--- config.mk ---
export PLATFORM = sky130hd
export DESIGN_NAME = sdram_read_arbiter_flat
export DESIGN_NICKNAME = d
export VERILOG_FILES = /design/src/rtl/sdram_read_arbiter_if.sv /design/src/rtl/sdram_read_arbiter.sv /design/src/flat_wrapper.sv
export SDC_FILE = /design/constraint.sdc
export NUM_CORES = 1
export LEC_CHECK = 0
export CORE_MARGIN = 2
export CORE_UTILIZATION = 42
export CTS_CLUSTER_SIZE = 40
export DETAILED_ROUTE_END_ITERATION = 12
export GPL_TIMING_DRIVEN = 0
export PLACE_DENSITY_LB_ADDON = 0.08
export SYNTH_ARGS = -nofsm -noshare
export SYNTH_HDL_FRONTEND = slang
export SYNTH_SLANG_ARGS = --single-unit
--- constraint.sdc ---
create_clock -name clk -period 2.9 [get_ports clk]
set_input_delay 0.435 -clock clk [delete_from_list [all_inputs] [get_ports clk]]
set_output_delay 0.435 -clock clk [all_outputs]
set_load 0.02 [all_outputs]
--- src/rtl/sdram_read_arbiter_if.sv ---
// Read-port bundle between the two requesters, the arbiter and the SDRAM controller.
// The slave modport is the arbiter's view. The master modport is the
// requester/memory side that drives requests and read data.
interface sdram_read_arbiter_if #(
    parameter int ADDR_W = 23,
    parameter int DATA_W = 8
);
    logic              disp_req;
    logic [ADDR_W-1:0] disp_addr;
    logic              disp_gnt;
    logic              disp_rvalid;
    logic              resize_req;
    logic [ADDR_W-1:0] resize_addr;
    logic              resize_gnt;
    logic              resize_rvalid;
    logic [DATA_W-1:0] rd_data;
    logic              mem_rdy;
    logic              mem_start;
    logic [ADDR_W-1:0] mem_addr;
    logic [DATA_W-1:0] mem_data;

    modport slave (
        input  disp_req, disp_addr, resize_req, resize_addr, mem_rdy, mem_data,
        output disp_gnt, disp_rvalid, resize_gnt, resize_rvalid, rd_data,
               mem_start, mem_addr
    );

    modport master (
        output disp_req, disp_addr, resize_req, resize_addr, mem_rdy, mem_data,
        input  disp_gnt, disp_rvalid, resize_gnt, resize_rvalid, rd_data,
               mem_start, mem_addr
    );
endinterface

--- src/rtl/sdram_read_arbiter.sv ---
// Two-requester SDRAM read arbiter: display fetch has priority, resize engine
// is protected from starvation. Every issued read carries an owner tag down a
// fixed-latency pipeline, so returned data is routed in order to its owner.
module sdram_read_arbiter #(
    parameter int ADDR_W     = 23,
    parameter int DATA_W     = 8,
    parameter int RD_LAT     = 3,
    parameter int STARVE_MAX = 8
) (
    input  logic                  clk,
    input  logic                  rst,
    sdram_read_arbiter_if.slave   bus
);
    localparam int CNT_W = $clog2(STARVE_MAX + 1);

    logic [CNT_W-1:0]  starve_cnt;
    logic              starved;
    logic              disp_win;
    logic              resize_win;
    logic              any_gnt;

    logic              mem_start_p0;
    logic [ADDR_W-1:0] mem_addr_p0;
    logic [RD_LAT:0]   tag_vld_p0;
    logic [RD_LAT:0]   tag_own_p0;

    logic              disp_rvalid_p1;
    logic              resize_rvalid_p1;
    logic [DATA_W-1:0] rd_data_p1;

    // Counter stops at STARVE_MAX; the preempt decision only needs equality.
    function automatic logic [CNT_W-1:0] sat_inc(input logic [CNT_W-1:0] v);
        if (v == CNT_W'(STARVE_MAX))
            return v;
        return v + CNT_W'(1);
    endfunction

    // Grant decision: display by default, resize when idle or starved.
    always_comb begin
        starved    = (starve_cnt == CNT_W'(STARVE_MAX));
        resize_win = !rst && bus.mem_rdy && bus.resize_req &&
                     (!bus.disp_req || starved);
        disp_win   = !rst && bus.mem_rdy && bus.disp_req && !resize_win;
        any_gnt    = disp_win || resize_win;
    end

    assign bus.disp_gnt   = disp_win;
    assign bus.resize_gnt = resize_win;

    // Starvation counter: counts display wins that bypassed a waiting resize.
    always_ff @(posedge clk) begin
        if (rst)
            starve_cnt <= '0;
        else if (!bus.resize_req || resize_win)
            starve_cnt <= '0;
        else if (disp_win)
            starve_cnt <= sat_inc(starve_cnt);
    end

    // Stage p0: issue strobe/address and push the owner tag.
    always_ff @(posedge clk) begin
        if (rst) begin
            mem_start_p0 <= 1'b0;
            mem_addr_p0  <= '0;
            tag_vld_p0   <= '0;
            tag_own_p0   <= '0;
        end else begin
            mem_start_p0 <= any_gnt;
            if (any_gnt)
                mem_addr_p0 <= resize_win ? bus.resize_addr : bus.disp_addr;
            tag_vld_p0 <= {tag_vld_p0[RD_LAT-1:0], any_gnt};
            tag_own_p0 <= {tag_own_p0[RD_LAT-1:0], resize_win};
        end
    end

    // Stage p1: capture returning data and pulse the owner's valid.
    always_ff @(posedge clk) begin
        if (rst) begin
            disp_rvalid_p1   <= 1'b0;
            resize_rvalid_p1 <= 1'b0;
            rd_data_p1       <= '0;
        end else begin
            disp_rvalid_p1   <= tag_vld_p0[RD_LAT] && !tag_own_p0[RD_LAT];
            resize_rvalid_p1 <= tag_vld_p0[RD_LAT] &&  tag_own_p0[RD_LAT];
            if (tag_vld_p0[RD_LAT])
                rd_data_p1 <= bus.mem_data;
        end
    end

    assign bus.mem_start     = mem_start_p0;
    assign bus.mem_addr      = mem_addr_p0;
    assign bus.disp_rvalid   = disp_rvalid_p1;
    assign bus.resize_rvalid = resize_rvalid_p1;
    assign bus.rd_data       = rd_data_p1;
endmodule
--- src/flat_wrapper.sv ---
// flat-port wrapper written by rule: the top's interface ports become plain ports
module sdram_read_arbiter_flat 
#(
    parameter int ADDR_W     = 23,
    parameter int DATA_W     = 8,
    parameter int RD_LAT     = 3,
    parameter int STARVE_MAX = 8
)
  (clk, rst, bus_disp_req, bus_disp_addr, bus_resize_req, bus_resize_addr, bus_mem_rdy, bus_mem_data, bus_disp_gnt, bus_disp_rvalid, bus_resize_gnt, bus_resize_rvalid, bus_rd_data, bus_mem_start, bus_mem_addr);
  sdram_read_arbiter_if #(.ADDR_W(ADDR_W), .DATA_W(DATA_W)) bus_i ();
  input  logic clk;
  input  logic rst;
  input wire logic [$bits(bus_i.disp_req)-1:0] bus_disp_req;
  input wire logic [$bits(bus_i.disp_addr)-1:0] bus_disp_addr;
  input wire logic [$bits(bus_i.resize_req)-1:0] bus_resize_req;
  input wire logic [$bits(bus_i.resize_addr)-1:0] bus_resize_addr;
  input wire logic [$bits(bus_i.mem_rdy)-1:0] bus_mem_rdy;
  input wire logic [$bits(bus_i.mem_data)-1:0] bus_mem_data;
  output wire logic [$bits(bus_i.disp_gnt)-1:0] bus_disp_gnt;
  output wire logic [$bits(bus_i.disp_rvalid)-1:0] bus_disp_rvalid;
  output wire logic [$bits(bus_i.resize_gnt)-1:0] bus_resize_gnt;
  output wire logic [$bits(bus_i.resize_rvalid)-1:0] bus_resize_rvalid;
  output wire logic [$bits(bus_i.rd_data)-1:0] bus_rd_data;
  output wire logic [$bits(bus_i.mem_start)-1:0] bus_mem_start;
  output wire logic [$bits(bus_i.mem_addr)-1:0] bus_mem_addr;
  assign bus_i.disp_req = bus_disp_req;
  assign bus_i.disp_addr = bus_disp_addr;
  assign bus_i.resize_req = bus_resize_req;
  assign bus_i.resize_addr = bus_resize_addr;
  assign bus_i.mem_rdy = bus_mem_rdy;
  assign bus_i.mem_data = bus_mem_data;
  assign bus_disp_gnt = bus_i.disp_gnt;
  assign bus_disp_rvalid = bus_i.disp_rvalid;
  assign bus_resize_gnt = bus_i.resize_gnt;
  assign bus_resize_rvalid = bus_i.resize_rvalid;
  assign bus_rd_data = bus_i.rd_data;
  assign bus_mem_start = bus_i.mem_start;
  assign bus_mem_addr = bus_i.mem_addr;
  sdram_read_arbiter #(.ADDR_W(ADDR_W), .DATA_W(DATA_W), .RD_LAT(RD_LAT), .STARVE_MAX(STARVE_MAX)) u_core (.clk(clk), .rst(rst), .bus(bus_i));
endmodule
== Word-level counts from Yosys, hierarchy flattened ==
Cells that the tools add are included.

* Register bits: 46
* Input port bits: 59

* Add/subtract/negate cells: 1
* Equality and inequality tests: 2
* Muxes and demuxes: 6
* Reduce and logical (&&, ||, !) cells: 17

{| class="wikitable"
|+ Operators with widths
! operator !! count
|-
| two-way mux 23 bit || 1
|-
| logical AND 1 bit || 7
|-
| logical NOT 1 bit || 5
|-
| adder 4 x 1 -> 4 bit (second input constant) || 1
|-
| == test 4 bit (second input constant) || 1
|-
| two-way mux 1 bit || 4
|-
| two-way mux 4 bit || 1
|-
| logical OR 1 bit || 3
|-
| inequality test 2 bit (second input constant) || 1
|-
| AND reduction 2 bit || 1
|-
| OR reduction 2 bit || 1
|}

== Depth between registers and ports, before layout ==
* Depth after elaboration: 11
* Depth in mapped cells: 7

== Worst setup path before layout ==
Ideal clock, no wire load.

* Path kind: register to output
* Start point: register u_core.starve_cnt[0]
* End point: output port bus_disp_gnt
* Data arrival time: 1.394 ns
* Path slack: 1.071 ns
* Stages on the path, launching flop included: 8
* Path buffers: 2
* Cell sequence: dfxtp_1 > inv_1 > ha_1 > and3b_1 > buf_6 > a21o_2 > buf_6 > inv_1

* Cells in the longest elaborated chain, start to end: 5

{| class="wikitable"
|+ Ends and longest elaborated chain
! what !! RTL line !! source
|-
| from (decl) || sdram_read_arbiter.sv:16 || <nowiki>logic [CNT_W-1:0] starve_cnt;</nowiki>
|-
| from (signal assigned) || sdram_read_arbiter.sv:57 || <nowiki>starve_cnt <= sat_inc(starve_cnt);</nowiki>
|-
| == test 4 bit || sdram_read_arbiter.sv:40 || <nowiki>starved = (starve_cnt == CNT_W'(STARVE_MAX));</nowiki>
|-
| logical OR 1 bit || sdram_read_arbiter.sv:42 || <nowiki>(!bus.disp_req || starved);</nowiki>
|-
| logical AND 1 bit || sdram_read_arbiter.sv:41 || <nowiki>resize_win = !rst && bus.mem_rdy && bus.resize_req &&</nowiki>
|-
| logical NOT 1 bit || sdram_read_arbiter.sv:43 || <nowiki>disp_win = !rst && bus.mem_rdy && bus.disp_req && !resize_win;</nowiki>
|-
| logical AND 1 bit || sdram_read_arbiter.sv:43 ||
|-
| to (decl) || flat_wrapper.sv:19 || <nowiki>output wire logic [$bits(bus_i.disp_gnt)-1:0] bus_disp_gnt;</nowiki>
|}

Every way passes these cells.

== Worst setup path after layout ==
Ends and elaborated chain as after synthesis.

==> impl_results.md <==
* Status: complete, no violations
* Nets at about 350
* Ant diodes at 0
* GR Overflow Total at 0
* Final Hold Fails at 0
* Clock Pin Slew Worst Setup and Hold Paths at around 0.09 ns
* R2R Path Start: u_core.starve_cnt[0]
* Worst slack, placed at 0.1044 ns
* WP buf/inv at 5
* RePlAce Congestion at roughly 0.74
* Number of nets still failing antenna checks after routing at 0
* Synth area leaders: dfxtp_1 49%, o221a_2 13%, a21oi_1 6.0%, inv_1 5.9%, mux2i_1 4.3%
* WHS Path Cells at 1
* CTS tree: built
* Critical path type: flop to output pin
* Fmax achieved at 364.2 MHz
* Final min period at 2.746 ns
* Area leader, netlist: dfxtp_1
* Post-synthesis cell count at around 190
* Flop pwr share at 0.499
* Final WS setup at 0.1540 ns
* Avg Inst Size Synth at around 10 µm²
* Switching part of the total at 0.2606
* P&R area growth vs syn at 59.72%
* Min-delay src: u_core.tag_own_p0[3]
* Post-synthesis mux area share at 0.04333
* Post-synthesis xor/xnor area fraction at 0
* Unrepaired setup endpoints after global routing: no
* Clock latency on the worst-skew pair at 0.29 ns
* Period utilisation layout at 0.9469
* Vias in the first global route at 1544
* Synth Area in Compound Gates at 0.2668
* Required time of the critical path at 2.47 ns
* Slew headroom at 0.5970
* FP Rows at 24
* Die H at 70.33 µm
* Setup tns final at 0 ns
* GRT Util Overall at 0.1799
* Most frequent cells in the layout: 94 x clkdlybuf4s50_1, 45 x dfxtp_1, 29 x inv_1
* VDD IR-drop max at roughly 320 µV
* Clock skew at 0.004912 ns
* H-tree Lvls at 2
* Detailed Place HPWL at 3336 µm
* Worst slew pin tran at just over 0.6 ns
* PD cells at 449.1 nW/µm²
* Cell count after placement at 331
* Critical path depth at 8
* Clk sink count at 45
* Gate power share at 0.206
* CP cell instances: inv_1, ha_1, and3b_1, buf_6, a21o_2, buf_6, inv_1, clkdlybuf4s50_1
* Core ar. at 4294 µm²
* Internal at 980.1 µW
* Die area at 4946 µm²
* Most common cell after layout, fill and taps aside: clkdlybuf4s50_1
* Launch point of the worst path: u_core.starve_cnt[0]
* Syn nets at 246
* First-pass DRT Iterations at 4
* CP Capture Type: output pin
* Synth top area share at 0.4875
* Min-delay worst type: flop to flop
* CTS buffer count at 5
* Max stage delay on crit path at 0.59 ns
* Largest net degree at the start of global routing at 16
* Layout cells sized above 1 at 0.1354
* Drt wl/cell at 13.29 µm
* FF-to-FF path depth at 7
* P_leak at 0.001129 µW
* #FFs+latches synth at 45
* DRT iter0 DRCs at 67
* Worst path arrival time at roughly 2.3 ns
* Vias at 1712
* Netlist Area Pre-Place at 1848 µm²
* Starting Density at 0.4304
* Main combinational cell family by area after synthesis: compound AO/OA/AOI/OAI gates
* Ys Warns at 0
* Max capacitance violation total at 0
* Final Setup Violations at 0
* P_sw at 345.4 µW
* CP Launch Type: flop
* Worst-path cell with the longest stage delay: clkdlybuf4s50_1
* CP delay by family, top: buffers and inverters
* DR DRC count at 0
* Synth Area in Simple Gates at 0.09208
* I/O pin count at 95
* Clock Tree Buf Depth at 2
* Routed Wire Length at between 4000 and 5000 µm
* Final non-filler cell total at 340
* Total power at between 1000 and 1500 µW
* Crit path max fanout at 10
* Vias per cell at just over 5
* Initial antenna violation count at 0
* Port bufs at 94
* Clock network power share at 0.295
* Sequential area share after synthesis at 0.4875
* First-pass GRT wire length at between 7000 and 8000 µm
* Post-Synth Adder-Cell Area at 0.01354
* Clock root buffer: clkbuf_8
* Slew Limit Fails at 0
* Die width at 70.33 µm
* Yosys cell types at 30
-- timing repair --
| item | CTS | global route |
|---|---|---|
| hold endpoints to repair | 0 | 0 |
| endpoints found under the setup margin | 0 | 1 |
| gates resized for setup | 0 | 0 |
| hold buffers | 0 | 0 |
| buffers inserted | 0 | 1 |
-- logic make-up (layout without fill, tap and decap cells) --
family | Yosys count | count (layout)
multiplexers | 8 | 8
AND/OR/NAND/NOR | 28 | 28
adder cells (fa/ha/maj) | 2 | 2
flip-flops | 45 | 45
buffers and inverters | 41 | 144
AO/OA/AOI/OAI | 61 | 61
-- worst reg2reg max path, delay by kind of cell, from the launching register on --
kind	cells	cell delay, ns
compound gates	2	0.53
fa+ha+maj	1	0.21
buf+inv	3	0.35
flops	1	0.39
simple gates	1	0.18
-- synthesized netlist by cell type, drive strengths merged --
library cell,n
o21ai,6
nor2,8
o211a,2
a21boi,1
a21oi,22
a21o,1
nor3b,1
and3b,2
clkbuf,7
ha,2
inv,29
o211ai,1
nand2b,1
nand3,1
o2111a,1
nor2b,8
or3,2
dfxtp,45
nand4,1
buf,5
a211oi,4
and4bb,1
or4,1
a221o,1
o221a,22
nand3b,2
mux2i,8
-- power by group through the flow --
stage | Sequential [µW] | Clock (µW) | Combinational (µW)
global route | 666 | 429 | 294
detailed placement | 677 | 0 | 273
finish | 662 | 391 | 273
global placement | 676 | 0 | 271
CTS | 662 | 407 | 274
floorplan | 712 | 0 | 79.5
-- area by class of cell --
cell class | instances | area (µm²)
Clock buffer | 5 | 68.82
Timing Repair Buffer | 95 | 948.4
Buffer | 12 | 70.07
Sequential cell | 45 | 900.9
Multi-Input combinational cell | 99 | 768.2
Fill cell | 372 | 1343
Clock inverter | 3 | 21.27
Inverter | 29 | 108.9
Tap cell | 52 | 65.06
-- path summary, 6_finish.rpt --
path         slack, ns                endpoint
max               0.15            bus_disp_gnt
min reg2reg       0.41  u_core.bus.disp_rvalid
max reg2reg       1.14  u_core.bus.mem_addr[0]
min               0.41  u_core.bus.disp_rvalid
-- per-stage QoR --
stage | instance area, µm² | hold WS (ns) | util
5_1_grt | 2952 | 0.4240 | 0.6874
6_report | 2952 | 0.4132 | 0.6874
4_1_cts | 2944 | 0.4161 | 0.6856
2_1_floorplan | 1848 | 0.3885 | -
3_5_place_dp | 2854 | 0.4024 | 0.6646
3_3_place_gp | 2854 | 0.3941 | 0.6646
-- flip-flops by register name, summed over array words and instances, names as in the netlist --
| name | flops |
|---|---|
| u_core.bus.resize_rvalid | 1 |
| u_core.tag_own_p0 | 4 |
| u_core.bus.rd_data | 8 |
| u_core.tag_vld_p0 | 4 |
| u_core.bus.mem_addr | 23 |
| u_core.bus.disp_rvalid | 1 |
| u_core.starve_cnt | 4 |
-- metal layers --
metal  GRT usage  wire, µm
met2      0.2966      2167
met4     0.04487        40
met3     0.04185       267
met1      0.2372      2042
met5           0         0
Note: power is estimated with default switching activity, not from simulation.
